$ cat config.mk
export PLATFORM = sky130hd
export DESIGN_NAME = hamming_dec_ctrl
export DESIGN_NICKNAME = d
export VERILOG_FILES = /design/src/rtl/hamming_dec_ctrl.sv
export SDC_FILE = /design/constraint.sdc
export NUM_CORES = 1
export LEC_CHECK = 0
export CORE_UTILIZATION = 42
export CTS_CLUSTER_DIAMETER = 150
export DETAILED_ROUTE_END_ITERATION = 12
export PLACE_DENSITY = 0.78
export SLEW_MARGIN = 10
export SYNTH_ARGS = -nofsm -noshare
export SYNTH_HDL_FRONTEND = slang
export SYNTH_SLANG_ARGS = --single-unit
$ cat constraint.sdc
create_clock -name Clk -period 3.65 [get_ports Clk]
set_clock_uncertainty 0.2 [all_clocks]
set_input_delay 0.73 -clock Clk [delete_from_list [all_inputs] [get_ports Clk]]
set_output_delay 0.73 -clock Clk [all_outputs]
set_load 0.02 [all_outputs]
$ cat src/rtl/hamming_dec_ctrl.sv
`default_nettype none
// ============================================================================
// Module   : hamming_dec_ctrl
// Brief    : SECDED decode sequencer. It reads 16-bit codewords, drives the
//            syndrome LUT, and writes corrected data plus status to memory.
//            Optional statistics counters: define HAMMING_STATS_EN.
// Revision : 1.0 - initial release
// ============================================================================
module hamming_dec_ctrl #(
    parameter int W         = 8,
    parameter int NUM_WORDS = 15,
    parameter int SRC_BASE  = 0,
    parameter int DST_BASE  = 30
) (
    input  logic         Clk,
    input  logic         ResetN,
    input  logic         Start,
    output logic         Done,
    output logic         Busy,
    output logic [W-1:0] MemAddr,
    output logic         MemWrEn,
    output logic [W-1:0] MemWrData,
    input  logic [W-1:0] MemRdData,
    output logic [W-1:0] EntryReg,
    output logic [W-1:0] MuxReg,
    input  logic [W-1:0] Target,
    output logic [W-1:0] CorrCnt,
    output logic [W-1:0] DblCnt
);

    localparam int K_W = 7;

    localparam logic [2:0] S_IDLE  = 3'd0;
    localparam logic [2:0] S_RD_LO = 3'd1;
    localparam logic [2:0] S_RD_HI = 3'd2;
    localparam logic [2:0] S_CAPT  = 3'd3;
    localparam logic [2:0] S_CLASS = 3'd4;
    localparam logic [2:0] S_WR_LO = 3'd5;
    localparam logic [2:0] S_WR_HI = 3'd6;

    localparam logic [W-1:0]   C_SRC_BASE = W'(SRC_BASE);
    localparam logic [W-1:0]   C_DST_BASE = W'(DST_BASE);
    localparam logic [W-1:0]   C_ONE      = W'(1);
    localparam logic [K_W-1:0] C_LAST_IDX = K_W'(NUM_WORDS - 1);
    localparam logic [K_W-1:0] C_IDX_ONE  = K_W'(1);

    logic [2:0]     r_state;
    logic [2:0]     w_nextState;
    logic [K_W-1:0] r_wordIdx;
    logic [K_W-1:0] w_nextIdx;
    logic [W-1:0]   w_nextOff;

    logic           r_done;
    logic [W-1:0]   r_memAddr;
    logic           r_memWrEn;
    logic [W-1:0]   r_memWrData;
    logic [W-1:0]   r_entry;
    logic [W-1:0]   r_mux;
    logic [7:0]     r_codeLo;
    logic [15:0]    r_code;
    logic [10:0]    r_data;
    logic [1:0]     r_status;

    logic [15:0]    w_capCode;
    logic [3:0]     w_syn;
    logic           w_par;
    logic [10:0]    w_data;
    logic [10:0]    w_corrData;
    logic [1:0]     w_status;

    always_ff @(posedge Clk or negedge ResetN) begin
        if (!ResetN) begin
            r_state <= S_IDLE;
        end else begin
            r_state <= w_nextState;
        end
    end

    always_comb begin
        w_nextState = r_state;
        w_nextIdx   = r_wordIdx;
        case (r_state)
            S_IDLE: begin
                if (Start) begin
                    w_nextState = S_RD_LO;
                    w_nextIdx   = '0;
                end
            end
            S_RD_LO: w_nextState = S_RD_HI;
            S_RD_HI: w_nextState = S_CAPT;
            S_CAPT:  w_nextState = S_CLASS;
            S_CLASS: w_nextState = S_WR_LO;
            S_WR_LO: w_nextState = S_WR_HI;
            S_WR_HI: begin
                if (r_wordIdx == C_LAST_IDX) begin
                    w_nextState = S_IDLE;
                end else begin
                    w_nextState = S_RD_LO;
                    w_nextIdx   = r_wordIdx + C_IDX_ONE;
                end
            end
            default: w_nextState = S_IDLE;
        endcase
    end

    // Byte offset of the word the FSM is about to work on; address adds wrap mod 2^W.
    assign w_nextOff = W'({w_nextIdx, 1'b0});

    // The high byte is still on the read bus in CAPT, so the syndrome is formed from it directly.
    assign w_capCode = {MemRdData[7:0], r_codeLo};
    assign w_syn[0]  = ^(w_capCode & 16'hAAAA);
    assign w_syn[1]  = ^(w_capCode & 16'hCCCC);
    assign w_syn[2]  = ^(w_capCode & 16'hF0F0);
    assign w_syn[3]  = ^(w_capCode & 16'hFF00);
    assign w_par     = ^w_capCode;

    assign w_data = {r_code[15:9], r_code[7:5], r_code[3]};

    always_comb begin
        w_corrData = w_data;
        w_status   = 2'b10;
        if (Target == '0) begin
            w_status = 2'b00;
        end else if (Target <= W'(11)) begin
            w_status = 2'b01;
            for (int j = 0; j < 11; j++) begin
                if (Target == W'(j + 1)) begin
                    w_corrData[j] = ~w_data[j];
                end
            end
        end else if (Target == W'(12)) begin
            w_status = 2'b01;
        end
    end

    always_ff @(posedge Clk or negedge ResetN) begin
        if (!ResetN) begin
            r_wordIdx   <= '0;
            r_done      <= 1'b0;
            r_memAddr   <= '0;
            r_memWrEn   <= 1'b0;
            r_memWrData <= '0;
            r_entry     <= '0;
            r_mux       <= '0;
            r_codeLo    <= '0;
            r_code      <= '0;
            r_data      <= '0;
            r_status    <= '0;
        end else begin
            r_wordIdx <= w_nextIdx;
            r_memWrEn <= (w_nextState == S_WR_LO) || (w_nextState == S_WR_HI);

            if (r_state == S_IDLE && Start) begin
                r_done <= 1'b0;
            end else if (r_state == S_WR_HI && w_nextState == S_IDLE) begin
                r_done <= 1'b1;
            end

            case (w_nextState)
                S_RD_LO: r_memAddr <= C_SRC_BASE + w_nextOff;
                S_RD_HI: r_memAddr <= C_SRC_BASE + w_nextOff + C_ONE;
                S_WR_LO: r_memAddr <= C_DST_BASE + w_nextOff;
                S_WR_HI: r_memAddr <= C_DST_BASE + w_nextOff + C_ONE;
                default: r_memAddr <= r_memAddr;
            endcase

            if (r_state == S_RD_HI) begin
                r_codeLo <= MemRdData[7:0];
            end
            if (r_state == S_CAPT) begin
                r_code  <= w_capCode;
                r_entry <= W'(w_syn);
                r_mux   <= W'(w_par);
            end
            if (r_state == S_CLASS) begin
                r_data      <= w_corrData;
                r_status    <= w_status;
                r_memWrData <= W'(w_corrData[7:0]);
            end
            if (r_state == S_WR_LO) begin
                r_memWrData <= W'({r_status, 3'b000, r_data[10:8]});
            end
        end
    end

`ifdef HAMMING_STATS_EN
    logic [W-1:0] r_corrCnt;
    logic [W-1:0] r_dblCnt;

    always_ff @(posedge Clk or negedge ResetN) begin
        if (!ResetN) begin
            r_corrCnt <= '0;
            r_dblCnt  <= '0;
        end else if (r_state == S_IDLE && Start) begin
            r_corrCnt <= '0;
            r_dblCnt  <= '0;
        end else if (r_state == S_CLASS) begin
            if (w_status == 2'b01 && r_corrCnt != '1) begin
                r_corrCnt <= r_corrCnt + C_ONE;
            end
            if (w_status == 2'b10 && r_dblCnt != '1) begin
                r_dblCnt <= r_dblCnt + C_ONE;
            end
        end
    end

    assign CorrCnt = r_corrCnt;
    assign DblCnt  = r_dblCnt;
`else
    assign CorrCnt = '0;
    assign DblCnt  = '0;
`endif

    assign Done      = r_done;
    assign Busy      = (r_state != S_IDLE);
    assign MemAddr   = r_memAddr;
    assign MemWrEn   = r_memWrEn;
    assign MemWrData = r_memWrData;
    assign EntryReg  = r_entry;
    assign MuxReg    = r_mux;

endmodule
`default_nettype wire

==> flow_metrics.env <==
export IMPL_ir_drop_mv=0.641
export IMPL_post_cts_buffers=0
export IMPL_design_area_um2=3830
export IMPL_clk_pin_slew_worst_paths_ns=0.06
export IMPL_final_common_cell="dfrtp_1"
export IMPL_synthAdderAreaFrac_pct=2.33
export IMPL_die_h_um=89.7
export IMPL_post_place_ws_ns=0.373
export IMPL_path_class="reg2reg"
export IMPL_drc=0
export IMPL_synth_mux_area_fraction_pct=11.6
export IMPL_antennaDiodeCount=0
export IMPL_met2_usage_pct=25.8
export IMPL_slew_headroom_pct=54.2
export IMPL_cts_tree="built"
export IMPL_holdBufCountCts=0
export IMPL_synth_area_um2=3230
export IMPL_final_cell_mix="dfrtp_1 (57), clkdlybuf4s50_1 (41), xnor2_1 (35), mux2_2 (28), conb_1 (27)"
export IMPL_antenna_found_initial=0
export IMPL_clock_path_buffers=2
export IMPL_cp_top_family="compound AO/OA/AOI/OAI gates"
export IMPL_yosys_cell_types_count=46
export IMPL_syn_avg_cell_area_um2=10.8
export IMPL_cts_max_level=3
export IMPL_globalRouteOverflowTotal=0
export IMPL_grt_use_met3_pct=5.21
export IMPL_placed_cell_area_um2=3630
export IMPL_drt_initial_drc_count=120
export IMPL_io_buffers=42
export IMPL_hold_viol=0
export IMPL_top_usage_layer="met2"
export IMPL_cts_root_buf="clkbuf_8"
export IMPL_grt_usage_pct=16.5
export IMPL_numCtsBuffers=9
export IMPL_cp_required_ns=3.68
export IMPL_die_area_um2=8040
export IMPL_grt_pass1_wl_mm=9.72
export IMPL_areaGrowthSynthToFinish_pct=18.6
export IMPL_cts_sinks=57
export IMPL_antenna_left=0
export IMPL_wirelength_mm=5.93
export IMPL_cpMaxStageDelayCell="dfrtp_1"
export IMPL_fmax_mhz=310
export IMPL_worst_setup_path_end_kind="flop"
export IMPL_min_path_type="reg2reg"
export IMPL_setup_viol=0
export IMPL_wire_per_inst_um=13.2
export IMPL_nets=371
export IMPL_crit_chain="inv_1 > ha_1 > nor3b_1 > and2_1 > a311o_1 > inv_1 > ha_1 > o21ai_1 > a31oi_1 > and4_1 > o31ai_1"
export IMPL_synth_simple_area_share_pct=12.1
export IMPL_grt_pass1_vias=2080
export IMPL_arrival_ns=3.26
export IMPL_whs_ns=0.282
export IMPL_num_fill_cells=647
export IMPL_min_period_ns=3.23
export IMPL_avgViaCountPerCell=4.99
export IMPL_core_area_um2=7330
export IMPL_vias=2241
export IMPL_maxCapViolations=0
export IMPL_dpl_hpwl_mm=4.33
export IMPL_synth_compound_area_share_pct=9.07
export IMPL_synthFlopType="dfrtp_1"
export IMPL_slew_violations=0
export IMPL_gp_congestion=0.882
export IMPL_grt_setup_unrepaired="false"
export IMPL_drive_gt1_share_pct=15.1
export IMPL_synth_xor_area_share_pct=11.4
export IMPL_synth_edff_count=0
export IMPL_async_flop_share_pct=100
export IMPL_ioPinCount=70
export IMPL_post_cts_resize_count=0
export IMPL_critPathMaxFanout=6
export IMPL_synth_seq_cells=57
export IMPL_synth_seq_area_share_pct=44.2
export IMPL_dieWidth_um=89.7
export IMPL_netlist_instances=299
export IMPL_grt_max_degree=58
export IMPL_fp_row_count=31
export IMPL_power_leakage_uw=0.00165
export IMPL_fin_ws_ns=0.421
export IMPL_worst_pin_slew_ns=0.687
export IMPL_grt_use_met1_pct=20.8
export IMPL_dr_pass1_iters=5
export IMPL_status="finished clean"
export IMPL_slowest_delay_ns=0.42
export IMPL_timing_final_crit_share_pct=88.5
export IMPL_power_density_nw_per_um2=876
export IMPL_cp_num_buf_inv=2
export IMPL_synth_top_family_by_area="simple AND/OR/NAND/NOR gates"
export IMPL_yosys_warnings=0
export IMPL_cp_start_kind="flop"
export IMPL_clock_latency_ns=0.34
export IMPL_initial_core_util_pct=44.0
export IMPL_finalSetupTns_ns=0
## synth_stat cells, types with 4 or more instances
cell      count  area [um^2]
a21oi_1      12         60.1
buf_4        27          203
clkbuf_1      5         18.8
dfrtp_1      57         1430
ha_1          6         75.1
inv_1         9         33.8
mux2_2       28          315
mux2i_1       6         60.1
nand2_1      20         75.1
nand3_1       6         30.0
nand3b_1      4         30.0
nor2_1       12         45.0
o21ai_0      13         65.1
xnor2_1      35          307
xor2_1        7         61.3
## cells by family (layout without fill, tap and decap cells)
kind of cell             after synthesis  count (layout)
buffers and inverters                 46              71
AND/OR/NAND/NOR                       68              68
AO/OA/AOI/OAI                         45              45
flip-flops                            57              57
XOR/XNOR                              42              42
multiplexers                          34              34
adder cells (fa/ha/maj)                6               6
other                                  1              27
## worst register-to-register path: stages, from the launching register on
cell     delay, ns
dfrtp_1       0.42
inv_1         0.09
ha_1          0.16
nor3b_1       0.38
and2_1        0.30
a311o_1       0.27
inv_1         0.09
ha_1          0.21
o21ai_1       0.37
a31oi_1       0.15
and4_1        0.26
o31ai_1       0.21
## final cells by class
class                      instances  area, um^2  area share, %
multi-input combinational        222        1600           41.8
sequential                        57        1430           37.2
timing repair buffer              46         445           11.6
clock buffer                      12         155           4.05
tap                               99         124           3.23
clock inverter                     3        40.0           1.05
inverter                          10        37.5          0.980
## metrics by stage
step / power, uW / utilization (%) / instances
floorplan: 2360 / - / 325
global placement: 2740 / 49.6 / 434
detailed placement: 2780 / 49.6 / 434
CTS: 3390 / 52.2 / 449
global route: 3600 / 52.2 / 449
finish: 3360 / 52.2 / 449
## registers in the layout, indices dropped and copies added (netlist names)
name	flops
r_code	11
MemAddr	8
MemWrData	8
r_codeLo	8
r_wordIdx	7
EntryReg	4
r_data	3
r_state	3
r_status	2
Done	1
MemWrEn	1
MuxReg	1
## routing by layer
metal | vias to the layer above | wire length [um]
met5 | - | 0
met4 | 0 | 148
met3 | 20 | 308
met2 | 77 | 2810
met1 | 1069 | 2660
li1 | 1075 | -
## path summary, 6_finish.rpt
kind                                     startpoint                       end  slack (ns)  cells past startpoint
min reg2reg                MemWrData[0]$_DFFE_PN0P_  MemWrData[0]$_DFFE_PN0P_        0.28                      2
max reg2reg                  r_wordIdx[0]$_DFF_PN0_    MemAddr[7]$_DFFE_PN0P_        0.42                     11
min in group asynchronous                    ResetN    r_wordIdx[6]$_DFF_PN0_        0.31                      2
max in group asynchronous                    ResetN     MuxReg[0]$_DFFE_PN0N_        2.47                      2
min                        MemWrData[0]$_DFFE_PN0P_  MemWrData[0]$_DFFE_PN0P_        0.28                      2
max                          r_wordIdx[0]$_DFF_PN0_    MemAddr[7]$_DFFE_PN0P_        0.42                     11
## power breakdown
| group | switching [uW] | leakage, uW | total (uW) | internal [uW] |
|---|---|---|---|---|
| Combinational | 802 | 0.000845 | 1660 | 853 |
| Sequential | 223 | 0.000707 | 1120 | 897 |
| Clock | 234 | 0.000102 | 580 | 346 |
| Total | 1260 | 0.00165 | 3360 | 2100 |
Power figures use the tool's default switching activity.
